## config.mk

```make
export PLATFORM = sky130hd
export DESIGN_NAME = fetch_unit_flat
export DESIGN_NICKNAME = d
export VERILOG_FILES = /design/src/rtl/fetch_pkg.sv /design/src/rtl/fetch_unit_if.sv /design/src/rtl/fetch_buffer.sv /design/src/rtl/fetch_unit.sv /design/src/flat_wrapper.sv
export SDC_FILE = /design/constraint.sdc
export NUM_CORES = 1
export LEC_CHECK = 0
export BUFFER_PORTS_ARGS = -buffer_cell sky130_fd_sc_hd__clkbuf_2
export CORE_ASPECT_RATIO = 0.7
export CORE_MARGIN = 2
export CORE_UTILIZATION = 57
export CTS_CLUSTER_SIZE = 30
export DETAILED_ROUTE_END_ITERATION = 6
export PLACE_DENSITY = 0.81
export SYNTH_ARGS = -nofsm -noshare
export SYNTH_HDL_FRONTEND = slang
export SYNTH_HIERARCHICAL = 1
export SYNTH_SLANG_ARGS = --single-unit
```

## constraint.sdc

```tcl
create_clock -name clk -period 3.6 [get_ports clk]
set_input_delay 0.72 -clock clk [delete_from_list [all_inputs] [get_ports clk]]
set_output_delay 0.72 -clock clk [all_outputs]
set_load 0.02 [all_outputs]
```

## src/rtl/fetch_pkg.sv

```systemverilog
// fetch_pkg: shared constants, buffer entry type and jump-target helper for
// the instruction-fetch stage.
//   NOP_INSTR        - instruction presented to decode when nothing is valid
//   RESET_PC_DEFAULT - default reset program counter
//   PC_INC           - sequential PC step (one 32-bit word)
//   fetch_entry_t    - one fetch-buffer slot {pc, instr}
//   jump_target()    - J-type target formed from the jump's PC and instr_index
package fetch_pkg;

    localparam logic [31:0] NOP_INSTR        = 32'h0000_0000;
    localparam logic [31:0] RESET_PC_DEFAULT = 32'h0000_0000;
    localparam logic [31:0] PC_INC           = 32'd4;

    typedef struct packed {
        logic [31:0] pc;
        logic [31:0] instr;
    } fetch_entry_t;

    // Upper nibble comes from the jump's sequential successor, not the jump itself.
    function automatic logic [31:0] jump_target(input logic [31:0] last_pc,
                                                input logic [25:0] instr_index);
        logic [31:0] seq_pc;
        seq_pc = last_pc + PC_INC;
        return {seq_pc[31:28], instr_index, 2'b00};
    endfunction

endpackage

```

## src/rtl/fetch_unit_if.sv

```systemverilog
// fetch_unit_if: instruction-memory request/response bus.
//   IMemReq     - fetch request valid (master -> slave)
//   IMemAddr    - word-aligned fetch address (master -> slave)
//   IMemGnt     - request accepted this cycle (slave -> master)
//   IMemRdValid - response data valid (slave -> master)
//   IMemRdData  - response instruction (slave -> master)
interface fetch_unit_if;

    logic        IMemReq;
    logic [31:0] IMemAddr;
    logic        IMemGnt;
    logic        IMemRdValid;
    logic [31:0] IMemRdData;

    modport master (
        output IMemReq, IMemAddr,
        input  IMemGnt, IMemRdValid, IMemRdData
    );

    modport slave (
        input  IMemReq, IMemAddr,
        output IMemGnt, IMemRdValid, IMemRdData
    );

endinterface

```

## src/rtl/fetch_buffer.sv

```systemverilog
// fetch_buffer: 2-entry FIFO of {pc, instr} between memory and decode.
//   clk, reset_n - clock, async active-low reset
//   push_i       - write wdata_i at the tail
//   pop_i        - drop the head entry
//   clear_i      - empty the FIFO; wins over push and pop
//   wdata_i      - entry to write
//   head_o       - current head entry (valid when !empty_o)
//   empty_o      - no entries
//   full_o       - both entries occupied
//   count_o      - occupancy 0..2
module fetch_buffer
    import fetch_pkg::*;
(
    input  logic         clk,
    input  logic         reset_n,
    input  logic         push_i,
    input  logic         pop_i,
    input  logic         clear_i,
    input  fetch_entry_t wdata_i,
    output fetch_entry_t head_o,
    output logic         empty_o,
    output logic         full_o,
    output logic [1:0]   count_o
);

    fetch_entry_t mem_q [2];
    logic         wptr_q, wptr_d;
    logic         rptr_q, rptr_d;
    logic [1:0]   count_q, count_d;
    logic         do_push, do_pop;

    assign empty_o = (count_q == 2'd0);
    assign full_o  = (count_q == 2'd2);
    assign count_o = count_q;
    assign head_o  = mem_q[rptr_q];

    // A push into a full buffer only lands if the head leaves the same cycle.
    assign do_push = push_i & ~clear_i & (~full_o | pop_i);
    assign do_pop  = pop_i  & ~clear_i & ~empty_o;

    always_comb begin
        wptr_d  = wptr_q;
        rptr_d  = rptr_q;
        count_d = count_q;
        if (clear_i) begin
            wptr_d  = 1'b0;
            rptr_d  = 1'b0;
            count_d = 2'd0;
        end else begin
            if (do_push) wptr_d = wptr_q + 1'b1;
            if (do_pop)  rptr_d = rptr_q + 1'b1;
            count_d = count_q + 2'(do_push) - 2'(do_pop);
        end
    end

    always_ff @(posedge clk or negedge reset_n) begin
        if (!reset_n) begin
            wptr_q  <= 1'b0;
            rptr_q  <= 1'b0;
            count_q <= 2'd0;
            for (int i = 0; i < 2; i++) mem_q[i] <= '0;
        end else begin
            wptr_q  <= wptr_d;
            rptr_q  <= rptr_d;
            count_q <= count_d;
            if (do_push) mem_q[wptr_q] <= wdata_i;
        end
    end

endmodule

```

## src/rtl/fetch_unit.sv

```systemverilog
// fetch_unit: instruction-fetch stage. Owns the PC, issues one word fetch at a
// time to instruction memory, buffers returned instructions in fetch_buffer and
// applies jump (ID) / taken-branch (EX) redirects, squashing wrong-path work.
//   clk, reset_n   - clock, async active-low reset
//   AnyStall       - decode holding; head is not consumed
//   Jump_ID        - jump in ID, JumpTgt_ID is its instr_index
//   BranchTaken_EX - taken branch in EX, BranchTgt_EX is its byte target
//   imem           - instruction-memory bus (master side)
//   FetchData_IF   - instruction to decode (NOP when not valid)
//   FetchPc_IF     - PC of FetchData_IF (0 when not valid)
//   FetchValid_IF  - FetchData_IF is a real instruction
module fetch_unit
    import fetch_pkg::*;
#(
    parameter logic [31:0] RESET_PC  = RESET_PC_DEFAULT,
    parameter int          BUF_DEPTH = 2
) (
    input  logic                clk,
    input  logic                reset_n,
    input  logic                AnyStall,
    input  logic                Jump_ID,
    input  logic [25:0]         JumpTgt_ID,
    input  logic                BranchTaken_EX,
    input  logic [31:0]         BranchTgt_EX,
    fetch_unit_if.master        imem,
    output logic [31:0]         FetchData_IF,
    output logic [31:0]         FetchPc_IF,
    output logic                FetchValid_IF
);

    localparam logic [2:0] DEPTH = 3'(BUF_DEPTH);

    logic [31:0]  pc_q, pc_d;
    logic [31:0]  reqpc_q, reqpc_d;     // PC of the request in flight
    logic [31:0]  lastpc_q, lastpc_d;   // PC of the last instruction handed to decode
    logic         inflight_q, inflight_d;
    logic         squash_q, squash_d;
    logic         started_q;            // holds IMemReq low until the first edge after reset

    fetch_entry_t buf_head, buf_wdata;
    logic         buf_empty, buf_full;
    logic [1:0]   buf_count;
    logic         buf_push, buf_pop;

    logic         redirect, rsp, grant, outstanding, pop_req;
    logic [31:0]  redir_tgt;
    logic [2:0]   occ;

    assign redirect  = BranchTaken_EX | Jump_ID;
    // Branch is the older instruction, so it overrides a jump behind it.
    assign redir_tgt = BranchTaken_EX ? BranchTgt_EX : jump_target(lastpc_q, JumpTgt_ID);

    assign rsp         = imem.IMemRdValid & inflight_q;
    // A response returning this cycle frees the single outstanding slot, which
    // lets the next request go out back-to-back with a 1-cycle memory.
    assign outstanding = inflight_q & ~imem.IMemRdValid;
    assign pop_req     = FetchValid_IF & ~AnyStall;
    // Occupancy after this edge: the returning response still counts as a slot.
    assign occ         = {1'b0, buf_count} + {2'b00, inflight_q} - {2'b00, pop_req};

    assign imem.IMemReq  = started_q & ~outstanding & (occ < DEPTH);
    assign imem.IMemAddr = pc_q;
    assign grant         = imem.IMemReq & imem.IMemGnt;

    // Redirect discards both sides of the buffer traffic for this cycle.
    assign buf_pop   = pop_req & ~redirect;
    assign buf_push  = rsp & ~squash_q & ~redirect & (~buf_full | buf_pop);
    assign buf_wdata = '{pc: reqpc_q, instr: imem.IMemRdData};

    fetch_buffer u_buf (
        .clk     (clk),
        .reset_n (reset_n),
        .push_i  (buf_push),
        .pop_i   (buf_pop),
        .clear_i (redirect),
        .wdata_i (buf_wdata),
        .head_o  (buf_head),
        .empty_o (buf_empty),
        .full_o  (buf_full),
        .count_o (buf_count)
    );

    assign FetchValid_IF = ~buf_empty;
    assign FetchData_IF  = buf_empty ? NOP_INSTR : buf_head.instr;
    assign FetchPc_IF    = buf_empty ? 32'h0 : buf_head.pc;

    always_comb begin
        pc_d       = pc_q;
        reqpc_d    = reqpc_q;
        lastpc_d   = lastpc_q;
        inflight_d = inflight_q;
        squash_d   = squash_q;
        if (rsp) begin
            inflight_d = 1'b0;
            squash_d   = 1'b0;
        end
        if (grant) begin
            inflight_d = 1'b1;
            reqpc_d    = pc_q;
            pc_d       = pc_q + PC_INC;
        end
        if (buf_pop) lastpc_d = buf_head.pc;
        if (redirect) begin
            pc_d     = redir_tgt;
            // Anything still in flight past this edge is wrong-path; a response
            // landing this cycle is simply dropped and needs no squash.
            squash_d = outstanding | grant;
        end
    end

    always_ff @(posedge clk or negedge reset_n) begin
        if (!reset_n) begin
            pc_q       <= RESET_PC;
            reqpc_q    <= RESET_PC;
            lastpc_q   <= RESET_PC;
            inflight_q <= 1'b0;
            squash_q   <= 1'b0;
            started_q  <= 1'b0;
        end else begin
            pc_q       <= pc_d;
            reqpc_q    <= reqpc_d;
            lastpc_q   <= lastpc_d;
            inflight_q <= inflight_d;
            squash_q   <= squash_d;
            started_q  <= 1'b1;
        end
    end

endmodule

```

## src/flat_wrapper.sv

```systemverilog
// flat-port wrapper written by rule: the top's interface ports become plain ports
module fetch_unit_flat import fetch_pkg::*;
#(
    parameter logic [31:0] RESET_PC  = RESET_PC_DEFAULT,
    parameter int          BUF_DEPTH = 2
)
  (clk, reset_n, AnyStall, Jump_ID, JumpTgt_ID, BranchTaken_EX, BranchTgt_EX, FetchData_IF, FetchPc_IF, FetchValid_IF, imem_IMemReq, imem_IMemAddr, imem_IMemGnt, imem_IMemRdValid, imem_IMemRdData);
  fetch_unit_if imem_i ();
  input  logic clk;
  input  logic reset_n;
  input  logic AnyStall;
  input  logic Jump_ID;
  input  logic [25:0] JumpTgt_ID;
  input  logic BranchTaken_EX;
  input  logic [31:0] BranchTgt_EX;
  output logic [31:0] FetchData_IF;
  output logic [31:0] FetchPc_IF;
  output logic FetchValid_IF;
  output wire logic [$bits(imem_i.IMemReq)-1:0] imem_IMemReq;
  output wire logic [$bits(imem_i.IMemAddr)-1:0] imem_IMemAddr;
  input wire logic [$bits(imem_i.IMemGnt)-1:0] imem_IMemGnt;
  input wire logic [$bits(imem_i.IMemRdValid)-1:0] imem_IMemRdValid;
  input wire logic [$bits(imem_i.IMemRdData)-1:0] imem_IMemRdData;
  assign imem_IMemReq = imem_i.IMemReq;
  assign imem_IMemAddr = imem_i.IMemAddr;
  assign imem_i.IMemGnt = imem_IMemGnt;
  assign imem_i.IMemRdValid = imem_IMemRdValid;
  assign imem_i.IMemRdData = imem_IMemRdData;
  fetch_unit #(.RESET_PC(RESET_PC), .BUF_DEPTH(BUF_DEPTH)) u_core (.clk(clk), .reset_n(reset_n), .AnyStall(AnyStall), .Jump_ID(Jump_ID), .JumpTgt_ID(JumpTgt_ID), .BranchTaken_EX(BranchTaken_EX), .BranchTgt_EX(BranchTgt_EX), .imem(imem_i), .FetchData_IF(FetchData_IF), .FetchPc_IF(FetchPc_IF), .FetchValid_IF(FetchValid_IF));
endmodule
```

Word-level counts from Yosys, hierarchy flattened
Index checks and enable logic that the tools add are counted.
Cells by class
  add/sub/neg operators: 8
  multipliers: 0
  div/mod/pow operators: 0
  order comparisons: 4
  equal/unequal tests: 1
  shifts and indexed selects: 0
  mux-type cells: 19
  bitwise gates (word level): 26
  reduce and logical (&&, ||, !) cells: 7
Operators by type and width (number)
  2-to-1 mux 64 bit: 4
  2-to-1 mux 32 bit: 5
  bitwise mux 128 bit: 1
  adder 32 x 3 -> 32 bit, second input constant: 2
  demux 64 bit (select 1 bit): 1
  AND 1 bit: 14
  nonzero test 2 bit: 5
  2-to-1 mux 1 bit: 7
  inverter 1 bit: 7
  >= comparator 2 bit, second input constant: 2
  inverter 1 -> 2 bit: 2
  adder 2 x 1 -> 3 bit: 1
  < comparator 3 x 2 -> 1 bit, second input constant: 1
  OR 1 bit: 3
  subtractor 3 x 1 -> 3 bit: 1
  adder 1 bit, second input constant: 2
  adder 2 x 1 -> 2 bit: 1
  equality test 2 bit, second input constant: 1
  zero test 2 bit: 1
  < comparator 2 x 1 -> 1 bit, second input constant: 1
  2-to-1 mux 2 bit: 1
  subtractor 2 x 1 -> 2 bit: 1
  logical AND 1 bit: 1
Storage, ports and cells
  register bits after elaboration: 231
  latch bits: 0
  memory bits (writable): 0
  ROM bits: 0
  input bits: 97
  output and inout port bits: 98
  memories kept: 0

Depth between registers and ports, before layout
  word-level depth: 11
  gate-level depth with buffers: 12
  mapped depth without buffers: 10

Hierarchy
Netlist, hierarchy kept.
By module, submodules not included
  fetch_buffer: instances 1, cells an instance 366, area an instance 5984.5 um2, sequential area each 3303.2 um2
  fetch_unit: instances 1, cells an instance 566, area an instance 5265.0 um2, sequential area each 2427.3 um2

Worst setup path after synthesis
No wires, ideal clock.
  kind: register to output
  start point: register u_core.u_buf.count_q[1] (netlist: u_core/u_buf/count_o[1])
  end point: output port imem_IMemReq
  arrival time: 2544 ps
  slack: 336 ps
  stages on the path, launching flop included: 9
  path buffers: 1
  cell sequence: dfrtp_1 -> nor2_1 -> clkbuf_1 -> nor2_1 -> ha_1 -> nand2b_1 -> fa_1 -> xor2_1 -> nor3_1
Between the ends
  word-level cells in the longest chain between the ends: 6
  elaborated cells on any way between the ends: 7
  classes of those cells: add/sub (2); order compare (1); bitwise (3); reduce/logical (1)
Ends and longest elaborated chain
  start, declared: RTL line fetch_buffer.sv:29  | logic [1:0] count_q, count_d;
  start signal, assigned: RTL line fetch_buffer.sv:65  | count_q <= count_d;
  zero test 2 bit: RTL line fetch_buffer.sv:32  | assign empty_o = (count_q == 2'd0);
  via u_core.buf_empty: RTL line fetch_unit.sv:41  | logic buf_empty, buf_full;
  inverter 1 bit: RTL line fetch_unit.sv:83  | assign FetchValid_IF = ~buf_empty;
  AND 1 bit: RTL line fetch_unit.sv:57  | assign pop_req = FetchValid_IF & ~AnyStall;
  subtractor 3 x 1 -> 3 bit: RTL line fetch_unit.sv:59  | assign occ = {1'b0, buf_count} + {2'b00, inflight_q} - {2'b00, pop_req};
  < comparator 3 x 2 -> 1 bit: RTL line fetch_unit.sv:61  | assign imem.IMemReq = started_q & ~outstanding & (occ < DEPTH);
  AND 1 bit: RTL line fetch_unit.sv:61
  end, declared: RTL line flat_wrapper.sv:19  | output wire logic [$bits(imem_i.IMemReq)-1:0] imem_IMemReq;
The timed path passes the listed nets, and every way through them passes these cells.

Final worst setup path
  start point: register u_core.u_buf.count_q[0] (netlist: u_core/u_buf/count_o[0])
  end point: output port imem_IMemReq
The elaborated chain is that of the path after synthesis.

==> impl_metrics.env <==
export IMPL_reg2reg_from="u_core/u_buf/count_o[0]"
export IMPL_syn_to_final_growth_pct=18.11
export IMPL_insertion_delay_ps=500
export IMPL_die_y_um=121.5
export IMPL_netlist_top_cell_by_area="dfrtp_1"
export IMPL_rows=42
export IMPL_status="completed"
export IMPL_nFillCells=1491
export IMPL_design_area_mm2=0.01329
export IMPL_final_core_util_pct=69.46
export IMPL_ys_warn_count=6
export IMPL_drt_initial_drc_count=717
export IMPL_cap_violations=0
export IMPL_clockRootBuffer="clkbuf_16"
export IMPL_post_route_period_util_pct=93.07
export IMPL_rsz0062_at_grt="false"
export IMPL_fmax_mhz=298.4
export IMPL_comb_power_share_pct=11.6
export IMPL_hold_viol_final=0
export IMPL_hold_buffers=0
export IMPL_diodes=0
export IMPL_io_buffers=194
export IMPL_coreArea_mm2=0.01913
export IMPL_p_leak_nw=6.548
export IMPL_rr_worst_depth=10
export IMPL_ys_async_sr_fraction_pct=100.0
export IMPL_endpoint_kind="output port"
export IMPL_hold_path_class="in -> async"
export IMPL_critical_path_peak_fanout=6
export IMPL_finalWorstSetupSlack_ps=249.3
export IMPL_syn_nets=1034
export IMPL_overflow=0
export IMPL_ys_seq_elements=229
export IMPL_cts_tree="yes"
export IMPL_synth_top_area_share_pct=50.94
export IMPL_r2r_end="u_core/imem.IMemAddr[6]"
export IMPL_io_pins=195
export IMPL_fin_nets=1218
export IMPL_grt_usage_pct=25.44
export IMPL_routed_wl_mm=26.06
export IMPL_fin_crit_ps=3351
export IMPL_grt_pass1_vias=8067
export IMPL_setup_tns_ps=0
export IMPL_dieArea_mm2=0.02089
export IMPL_path_clk_slew_ps=60
export IMPL_clockBufferDepth=3
export IMPL_crit_arrival_ps=2630
export IMPL_cts_max_level=1
export IMPL_antenna_found_initial=0
export IMPL_worstSetupPathType="reg -> out"
export IMPL_slew_headroom_pct=39.13
export IMPL_dp_slack_ps=286.7
export IMPL_routed_via_density=5.612
export IMPL_synthCells=932
export IMPL_clock_skew_final_ps=11.81
export IMPL_seq_area_frac_synth_pct=50.94
export IMPL_synth_flop_cell="dfrtp_1"
export IMPL_dr_pass1_iters=5
export IMPL_p_sw_mw=1.501
export IMPL_grt_first_pass_wirelength_mm=42.28
export IMPL_grt_max_degree=85
export IMPL_placed_cell_area_mm2=0.01254
export IMPL_final_common_cell="dfrtp_1"
export IMPL_detailed_place_hpwl_mm=17.90
export IMPL_vdd_drop_max_mv=0.3325
export IMPL_die_w_um=171.9
export IMPL_p_per_area_mw_per_mm2=453.4
export IMPL_cts_buffers=22
export IMPL_synth_cell_types=57
export IMPL_critPathRequiredTime_ps=2880
export IMPL_clockPowerShare_pct=39.2
export IMPL_startpoint_type="flop"
export IMPL_ant_nets=0
export IMPL_vias=7829
export IMPL_avgSynthCellArea_um2=12.07
export IMPL_netlist_area_mm2=0.01125
export IMPL_ff2ff_setup_slack_ps=500
export IMPL_cts_sinks=229
export IMPL_post_route_drc_count=0
export IMPL_fin_hold_ws_ps=178.7
export IMPL_routabilityCongestion=0.9333
export IMPL_wire_per_inst_um=18.68
export IMPL_initial_core_util_pct=58.81
export IMPL_worst_pin_slew_ps=906.2
export IMPL_synth_edff_count=0
export IMPL_synthTopCellsByArea="dfrtp_1, mux2_2, mux2_4"
export IMPL_mostFrequentLayoutCells="dfrtp_1, clkbuf_2, mux2_2"
export IMPL_power_frac_seq_pct=49.2
export IMPL_final_layout_size_suffix_gt1_share_pct=43.15
export IMPL_switching_share_pct=24.92
export IMPL_drv_slew=0
export IMPL_p_int_mw=4.522
export IMPL_finalSetupViolCount=0
[Yosys cell counts (7+ instances only)]
master and number:
dfrtp_1 229, mux2_2 158, nand2_1 126, nor2b_1 79
mux2_4 60, clkbuf_1 34, xor2_1 23, nand4_1 21
a21oi_1 19, nand3_1 15, nor2_1 14, o21ai_0 13
inv_1 12, a211oi_1 10, and4_1 9, buf_2 7
buf_4 7, buf_6 7
[how the worst max path moves through the flow]
stage | startpoint | end | slack (ps) | cells after the start
final | u_core/u_buf/count_o[0] | imem_IMemReq | 250 | 8
after global routing | u_core/u_buf/count_o[1] | imem_IMemReq | 60 | 8
after CTS | u_core/u_buf/count_o[1] | imem_IMemReq | 120 | 8
after detailed placement | AnyStall | u_core/imem.IMemAddr[6] | 290 | 10
after global placement | AnyStall | u_core/imem.IMemAddr[6] | 410 | 10
after floorplan | u_core/u_buf/count_o[1] | imem_IMemReq | 340 | 8
[flip-flops by register name (all words and copies together) (netlist names), 2 cells and up]
signal / count
u_core/lastpc_q: 30
u_core/u_buf/mem_q: 128
u_core/u_buf/count_o: 2
u_core/reqpc_q: 32
u_core/imem.IMemAddr: 32
[worst max-delay path, stage by stage (launching register included)]
cell	delay, ps
dfrtp_1	470
nor2_4	150
nor2_1	60
ha_1	250
nand2b_1	150
fa_1	420
xor2_1	210
nor3_1	210
clkbuf_2	210
[logic make-up after synthesis]
family	after synthesis	synth area share (%)
other cells	1	0.03333
compound gates	71	4.360
xor+xnor	29	2.258
mux	225	24.49
fa+ha+maj	5	0.6229
buf+inv	68	3.047
flops	229	50.94
simple gates	304	14.25
[power by group through the flow]
stage | sequential, mW | clock [mW] | combinational (mW)
global placement | 2.99 | 0 | 0.676
CTS | 2.96 | 2.41 | 0.706
finish | 2.96 | 2.36 | 0.700
floorplan | 2.99 | 0 | 0.412
detailed placement | 3.01 | 0 | 0.699
global route | 2.99 | 2.52 | 0.770
[metrics by stage]
step	total power [mW]	instances
after CTS	6.081	1395
after global placement	3.669	1356
final	6.024	1395
after global routing	6.288	1395
after floorplan	3.400	932
after detailed placement	3.708	1356
[final cells by class]
class	instances	area, um2	share of cell area, %
well taps	264	330.3	2.486
inverters	12	45.04	0.3390
repair buffers	216	1221	9.191
clock buffers	28	634.4	4.774
flip-flops and latches	229	5733	43.15
multi-input cells	635	5215	39.25
clock inverters	11	107.6	0.8099
[repair_timing]
item                       in CTS  in global routing
resized for setup               0                  1
setup endpoints to repair       0                  1
buffers inserted                0                  0
[routing by layer]
layer | global-route usage (%) | routed length, um
met5 | 0 | 0
met4 | 5.830 | 506
met3 | 3.704 | 1420
met2 | 40.61 | 12070
met1 | 37.33 | 12060
Note: power is estimated with default switching activity, not from simulation.
